$ cat src/rtl/hack_pkg.sv
// Shared Hack platform constants and types used by the program counter slice.
package hack_pkg;

    localparam int unsigned HACK_WIDTH = 16;
    localparam logic [HACK_WIDTH-1:0] HACK_RESET_PC = 16'h0000;

    typedef logic [HACK_WIDTH-1:0] hack_word_t;

    // Source of the next PC value, highest priority first.
    typedef enum logic [1:0] {
        SEL_RESET,
        SEL_LOAD,
        SEL_INC,
        SEL_HOLD
    } pc_sel_t;

endpackage

$ cat src/rtl/pc_register.sv
// Single-bit storage cell and the WIDTH-wide loadable register built from it.
module hack_bit (
    input  logic clk,
    input  logic load,
    input  logic d,
    output logic q
);

    always_ff @(posedge clk) begin
        if (load) q <= d;
    end

endmodule

module pc_register #(
    parameter int unsigned WIDTH = 16
) (
    input  logic             clk,
    input  logic [WIDTH-1:0] d,
    output logic [WIDTH-1:0] q
);

    // Load is tied high: the top-level mux already decides hold vs. update.
    for (genvar i = 0; i < WIDTH; i++) begin : g_bit
        hack_bit u_bit (
            .clk  (clk),
            .load (1'b1),
            .d    (d[i]),
            .q    (q[i])
        );
    end

endmodule

$ cat src/rtl/program_counter.sv
// Hack program counter: priority mux (rst/load/inc/hold) feeding pc_register, plus wrap flag.
module program_counter
    import hack_pkg::*;
#(
    parameter int unsigned     WIDTH       = HACK_WIDTH,
    parameter logic [WIDTH-1:0] RESET_VALUE = WIDTH'(HACK_RESET_PC)
) (
    input  logic             clk,
    input  logic             rst,
    input  logic             load,
    input  logic             inc,
    input  logic [WIDTH-1:0] in_val,
    output logic [WIDTH-1:0] addr,
    output logic             wrap
);

    pc_sel_t          sel;
    logic [WIDTH:0]   inc_full;
    logic [WIDTH-1:0] addr_next;
    logic             wrap_next;

    // Carry out of the incrementer is exactly the addr == all-ones condition.
    assign inc_full = {1'b0, addr} + {{WIDTH{1'b0}}, 1'b1};

    always_comb begin
        sel = SEL_HOLD;
        if (rst)       sel = SEL_RESET;
        else if (load) sel = SEL_LOAD;
        else if (inc)  sel = SEL_INC;
    end

    always_comb begin
        addr_next = addr;
        wrap_next = 1'b0;
        case (sel)
            SEL_RESET: addr_next = RESET_VALUE;
            SEL_LOAD:  addr_next = in_val;
            SEL_INC: begin
                addr_next = inc_full[WIDTH-1:0];
                wrap_next = inc_full[WIDTH];
            end
            default:   addr_next = addr;
        endcase
    end

    pc_register #(.WIDTH(WIDTH)) u_pc_register (
        .clk (clk),
        .d   (addr_next),
        .q   (addr)
    );

    always_ff @(posedge clk) begin
        if (rst) wrap <= 1'b0;
        else     wrap <= wrap_next;
    end

endmodule
$ cat config.mk
export PLATFORM = sky130hd
export DESIGN_NAME = program_counter
export DESIGN_NICKNAME = d
export VERILOG_FILES = /design/src/rtl/hack_pkg.sv /design/src/rtl/pc_register.sv /design/src/rtl/program_counter.sv
export SDC_FILE = /design/constraint.sdc
export NUM_CORES = 1
export LEC_CHECK = 0
export ABC_AREA = 1
export CAP_MARGIN = 5
export CORE_AREA = 10 10 65 56
export DETAILED_ROUTE_END_ITERATION = 16
export DIE_AREA = 0 0 75 66
export DONT_BUFFER_PORTS = 1
export PLACE_DENSITY = 0.69
export SKIP_CTS_REPAIR_TIMING = 1
export SYNTH_ARGS = -nofsm -noshare
export SYNTH_HDL_FRONTEND = slang
export SYNTH_HIERARCHICAL = 1
export SYNTH_SLANG_ARGS = --single-unit
$ cat constraint.sdc
create_clock -name clk -period 2.95 [get_ports clk]
set_clock_uncertainty 0.2 [all_clocks]
set_input_delay 0.59 -clock clk [delete_from_list [all_inputs] [get_ports clk]]
set_output_delay 0.59 -clock clk [all_outputs]
set_load 0.01 [all_outputs]
; ---- Word level (Yosys, flattened, before mapping)
; Index checks and enable logic that the tools add are counted.
[word_totals]
regBits = 17
inputBits = 20
output_inout_bits = 17
[classes]
reduce_logical = 3
eq_ne = 2
n_mux = 4
addsub = 1
bitwise_logic = 1
[op_table]
columns = operator, n
row1 = $pmux W16 S3, 1
row2 = $add A16 B1 Y17 const B, 1
row3 = $mux W2, 2
row4 = $reduce_bool A3 Y1, 1
row5 = $eq A2 B1 Y1 const B, 1
row6 = $eq A2 B2 Y1 const B, 1
row7 = $logic_not A2 Y1, 1
row8 = $reduce_or A2 Y1, 1
row9 = $mux W1, 1
row10 = $not A1 Y1, 1

; ---- Logic depth before layout (Yosys ltp)
; Gate-level depths: netlist of the first run.
[logic_depth]
depth_word = 6
depth_mapped = 9
depth_no_buf = 9

; ---- Cells and area by module
; Netlist of the first run, hierarchy kept.
[modules_own_cells]
columns = module, cells_per_inst, seq_area_each_um2, area_per_inst_um2, n_inst
row1 = program_counter, 154, 20.0, 778.2, 1
row2 = hack_bit, 1, 30.0, 30.0, 16
row3 = pc_register, 1, 0.0, 3.8, 1

; ---- Least setup slack after synthesis of the first run
; Ideal clock, no wire load.
[synth_path]
path_kind = reg2reg
startpoint = register u_pc_register.g_bit[0].u_bit.q
endpoint = register u_pc_register.g_bit[12].u_bit.q (data pin)
setup_time_ns = 0.259
synth_period_minus_slack_ns = 1.680
path_stages_with_launch = 7
arrival_ns = 1.221
required_ns = 2.491
slack_ns = 1.270
cell_sequence = edfxtp_1 > ha_1 > nand2_2 > nor2_4 > nand4_1 > nand3_1 > nand3_1
[synth_between]
elab_chain_cells = 2
[synth_rtl]
columns = item, line_no
row1 = start: declaration, pc_register.sv:6  ; output logic q
row2 = start signal: assignment, pc_register.sv:10  ; if (load) q <= d;
row3 = $add A16 B1 Y17, program_counter.sv:23  ; assign inc_full = {1'b0, addr} + {{WIDTH{1'b0}}, 1'b1};
row4 = $pmux W16 S3, program_counter.sv:35  ; case (sel)
row5 = named net addr_next[12], program_counter.sv:19  ; logic [WIDTH-1:0] addr_next;
row6 = end signal: assignment, pc_register.sv:10
row7 = end: declaration, pc_register.sv:6
; The timed path passes the listed nets, and every way through them passes these cells.
; A chain may end at the register's enable or synchronous reset.

; ---- Worst setup path in the final report of the first run
; Same ends and word-level chain as after synthesis.

==> results of run 1 <==
-- path summary, 6_finish.rpt --
path / start / to / slack (ps) / cells past startpoint
max reg2reg: u_pc_register/g_bit[0].u_bit/q$_DFFE_PP_ / u_pc_register/g_bit[12].u_bit/q$_DFFE_PP_ / 1090 / 6
min: in_val[8] / u_pc_register/g_bit[8].u_bit/q$_DFFE_PP_ / 270 / 2
min reg2reg: u_pc_register/g_bit[15].u_bit/q$_DFFE_PP_ / wrap$_SDFF_PP0_ / 550 / 2
max: u_pc_register/g_bit[0].u_bit/q$_DFFE_PP_ / u_pc_register/g_bit[12].u_bit/q$_DFFE_PP_ / 1090 / 6
-- cells by family after synthesis --
| kind of cell | synth area share (%) |
|---|---|
| buffers and inverters | 6.937 |
| other | 0.2970 |
| DFF | 39.64 |
| and+or+nand+nor | 44.99 |
| AOI/OAI and AO/OA | 7.134 |
| adders and majority gates | 0.9909 |
-- cell usage after synthesis, drive strengths merged --
library cell   n
a21oi          4
buf            2
conb           1
dfxtp          1
edfxtp        16
ha             1
inv           20
nand2         61
nand3         29
nand4          4
nor2          20
nor3           1
nor4           1
o211ai         3
o21ai          4
o21bai         2
or2            1
-- per-layer routing --
metal	part of all wire (%)	vias to the layer above	global-route usage [%]
met4	0.95	0	4.717
li1	-	586	-
met2	45	37	21.18
met3	11	4	7.658
met1	43	522	17.58
met5	0	-	0
-- flip-flops by register name, indices dropped and copies added, names as in the netlist --
register	cells
wrap	1
u_pc_register/g_bit.u_bit/q	16
-- power groups by stage --
stage,Sequential (µW),Combinational [µW],Clock (µW)
4_1_cts,321,66.0,136
6_report,320,66.5,133
2_1_floorplan,317,56.7,0
5_1_grt,325,78.9,149
3_5_place_dp,327,65.8,0
3_3_place_gp,326,63.7,0
-- worst max-delay path, cell delays in order, from the launching register on --
cell	delay, ps
edfxtp_1	550
ha_1	260
nand2_2	100
nor2_4	170
nand4_1	150
nand3_1	120
nand3_1	80
-- through the flow --
stage / util [%] / std cells
floorplan: - / 186
finish: 57.35 / 215
global route: 57.35 / 215
detailed placement: 56.25 / 211
global placement: 56.25 / 211
CTS: 57.35 / 215
-- cell type report --
cell class / instances / share of cell area [%]
Tap cell: 27 / 2.473
Clock buffer: 4 / 1.923
Multi-Input combinational cell: 147 / 53.48
Sequential cell: 17 / 36.63
Inverter: 20 / 5.495
==> results.yml, run 1 <==
run_status:
  outcome: "completed"
floorplanning:
  die_w_um: 75
  die_h_um: 66
  dieArea_um2: 4950
  ios: 37
  start_util_pct: 52.99
  rows: 16
  core_um2: 2382
timing:
  timing.final.ws_setup_ps: 1090
  hold_viol_final: 0
  tightest_slew_ps: 503.2
  fmax_mhz: 537.6
  rsz0062_at_grt: "no"
  finalSetupTns_ps: 0
  timing.final.crit_period_ps: 1860
  holdWs_ps: 268.3
  setup_violations: 0
  post-route-period-util_pct: 63.06
  max-slew-margin-rel_pct: 66.42
  slew_viol_final: 0
power_and_ir_drop:
  swShare_pct: 30.60
  pwr-share-seq_pct: 61.6
  irDropWorstVdd_mv: 0.1822
  p_per_area_nw_per_um2: 380.6
  power.total_uw: 520.0
  power_frac_clock_pct: 25.6
  power.internal_uw: 360.9
  cellLeakagePower_uw: 0.0006019
  pwr-share-comb_pct: 12.8
  switching_power_uw: 159.1
final_layout:
  n_fill_cell: 224
  area_delta_synth_final_pct: 8.226
  multi_input_area_um2: 730.7
  drive_gt1_share_pct: 14.36
  final_nets: 210
  fin_area_um2: 1366
  regArea_um2: 500.5
  most-common-layout-cells: "54 x nand2_1, 28 x nand3_1, 16 x inv_1, 16 x edfxtp_1, 16 x conb_1"
  final_common_cell: "nand2_1"
  antenna_cells: 0
drt:
  first_pass_iters: 4
  wl_per_cell_um: 14.68
  routed_wl_mm: 3.156
  viasPerCell: 5.344
  ant_nets: 0
  drt-initial-drc-count: 144
  vias: 1149
  drcViolationCount: 0
worst_setup_path:
  cp.required_ps: 2810
  worstSetupEndpointType: "flop"
  cp-start-kind: "flop"
  crit_type: "flop to flop"
  worstPathArrival_ps: 1720
  cp_max_fo: 7
synthesis:
  syn-instance-count: 171
  ys_ff_latch: 17
  synth.distinct_cells: 26
  synth_top_area_share_pct: 38.06
  netlist_top_cells_area: "edfxtp_1 38%, nand2_1 16%, nand3_1 11%, inv_1 4.8%, nor2_1 3.9%"
  syn_area_um2: 1262
  ys_warn_count: 6
  ys_seq_area_share_pct: 39.64
  synth_top_area_cell: "edfxtp_1"
  syn_avg_cell_area_um2: 7.383
min_path:
  hold_path.class: "input pin to flop"
cts:
  clk-insertion-delay-late_ps: 310
  cts_buffer_depth: 2
  cts_tree: "done"
  clkTransAtPathRegs_ps: 100
  cts_sinks: 17
  htreeDepth: 1
  clock_tree.root_cell: "clkbuf_4"
  numCtsBuffers: 3
global_route:
  grt_pass1_wl_mm: 5.595
  overflow: 0
  grt_use_total_pct: 14.43
  antenna_found_initial: 0
  grt_max_degree: 17
  grt_pass1_vias: 1145
place:
  portBuffers: 0
  place_ws_ps: 1097
  dpl_cell_area_um2: 1340
  gp_congestion: 0.9007
  dp_hpwl_mm: 2.454
flow_run:
  cap_violations: 0
Note: power is estimated with default switching activity, not from simulation.
==> inputs of run 2 (changes only) <==
--- a/config.mk
+++ b/config.mk
@@ -11,7 +11,7 @@
 export DETAILED_ROUTE_END_ITERATION = 16
 export DIE_AREA = 0 0 75 66
 export DONT_BUFFER_PORTS = 1
-export PLACE_DENSITY = 0.69
+export PLACE_DENSITY = 0.71
 export SKIP_CTS_REPAIR_TIMING = 1
 export SYNTH_ARGS = -nofsm -noshare
 export SYNTH_HDL_FRONTEND = slang
==> constraint.sdc (replaced) <==
create_clock -name clk -period 1.7 [get_ports clk]
set_clock_uncertainty 0.2 [all_clocks]
set_input_delay 0.34 -clock clk [delete_from_list [all_inputs] [get_ports clk]]
set_output_delay 0.34 -clock clk [all_outputs]
set_load 0.01 [all_outputs]
==> results.yml, run 2 (synthesized netlist as in run 1, its figures left out) <==
final_layout:
  most-common-layout-cells: "53 x nand2_1, 28 x nand3_1, 21 x buf_4"
  top_regs: "u_pc_register/g_bit.u_bit/q (16), wrap (1)"
  fin_area_um2: 1559
  final_nets: 231
  largest_reg_flops: 16
  area_delta_synth_final_pct: 23.49
  largest_register: "u_pc_register/g_bit.u_bit/q"
  antenna_cells: 0
  drive_gt1_share_pct: 24.40
  final_core_util_pct: 65.44
  final_common_cell: "nand2_1"
worst_setup_path:
  cp-start-kind: "flop"
  cp.required_ps: 1560
  worst_path_max_delay_cell: "edfxtp_1"
  cp_max_fo: 4
  crit_chain: "ha_2 > nand2_2 > nor2_4 > nand4_1 > nand3_1 > nand3_1"
  crit_type: "flop to flop"
  critPathMaxStageDelay_ps: 410
  worstSetupEndpointType: "flop"
  cp_common_cell: "nand3_1"
  worstPathArrival_ps: 1510
global_route:
  grt_use_total_pct: 14.09
  overflow: 0
  antenna_found_initial: 0
  grt_max_degree: 11
  grt_pass1_vias: 1189
  grt_pass1_wl_mm: 5.533
floorplanning:
  die_w_um: 75
  die_h_um: 66
  rows: 16
  ios: 37
  start_util_pct: 52.99
  core_um2: 2382
  dieArea_um2: 4950
timing:
  hold_viol_final: 0
  setup_violations: 0
  timing.final.crit_period_ps: 1654
  fmax_mhz: 604.6
  timing.final.ws_setup_ps: 46.00
  post-route-period-util_pct: 97.29
  rsz0062_at_grt: "yes"
  slew_viol_final: 0
cts:
  cts_buffer_depth: 2
  cts_tree: "done"
  numCtsBuffers: 3
  cts_sinks: 17
  clkTransAtPathRegs_ps: 110
  htreeDepth: 1
  clk-insertion-delay-late_ps: 300
  clock_tree.root_cell: "clkbuf_4"
drt:
  routed_wl_mm: 3.519
  drcViolationCount: 0
  vias: 1246
  drt-initial-drc-count: 93
  first_pass_iters: 4
  ant_nets: 0
  viasPerCell: 5.280
  wl_per_cell_um: 14.91
place:
  dpl_cell_area_um2: 1475
  gp_congestion: 0.8944
  place_ws_ps: 23.60
  dp_hpwl_mm: 2.835
  portBuffers: 0
power_and_ir_drop:
  pwr-share-comb_pct: 20.8
  pwr-share-seq_pct: 55.1
  irDropWorstVdd_mv: 0.4378
  swShare_pct: 30.67
  power_frac_clock_pct: 24.0
  cellLeakagePower_uw: 0.0007127
  power.internal_uw: 665.2
  p_per_area_nw_per_um2: 615.4
  switching_power_uw: 294.2
run_status:
  outcome: "completed"
min_path:
  hold_path.class: "input pin to flop"
flow_run:
  cap_violations: 0
## run 2: final timing paths
path	start	endpoint	slack (ps)	cells past startpoint
setup / recovery	u_pc_register/g_bit[0].u_bit/q$_DFFE_PP_	u_pc_register/g_bit[10].u_bit/q$_DFFE_PP_	50	6
hold / removal	in_val[8]	u_pc_register/g_bit[8].u_bit/q$_DFFE_PP_	30	2
setup reg to reg	u_pc_register/g_bit[0].u_bit/q$_DFFE_PP_	u_pc_register/g_bit[10].u_bit/q$_DFFE_PP_	50	6
hold reg to reg	u_pc_register/g_bit[14].u_bit/q$_DFFE_PP_	wrap$_SDFF_PP0_	450	2
## run 2: layer usage
layer	track usage (%)	part of all wire, %	vias to the layer above
met5	0	0	-
met4	3.774	1.6	0
met2	22.25	46	51
met3	6.306	12	6
li1	-	-	630
met1	16.87	40	559
## run 2: through the flow
stage	hold WS, ps	total power, µW	setup TNS [ps]	std cells
2_1_floorplan	328.8	648.1	0	186
3_3_place_gp	337.2	718.8	0	229
3_5_place_dp	340.5	724.8	0	229
4_1_cts	32.10	948.6	0	233
5_1_grt	40.36	1010	-145.9	236
6_report	31.56	959.4	0	236
## run 2: cell type report
type / count / area, µm²
Clock buffer: 4 / 26.28
Fill cell: 210 / 823.3
Inverter: 20 / 75.07
Multi-Input combinational cell: 147 / 765.7
Sequential cell: 17 / 500.5
Tap cell: 27 / 33.78
Timing Repair Buffer: 21 / 157.7
## run 2: worst max-delay path, delay by kind of cell, from the launching register on
kind,cells,cell delay [ps]
DFF,1,410
and+or+nand+nor,5,580
adders and majority gates,1,220
## run 2: power groups by stage
| stage | sequential, µW | combinational [µW] | clock [µW] |
|---|---|---|---|
| floorplan | 550 | 98.4 | 0 |
| global placement | 536 | 183 | 0 |
| detailed placement | 538 | 187 | 0 |
| CTS | 528 | 188 | 233 |
| global route | 533 | 224 | 253 |
| finish | 529 | 200 | 231 |
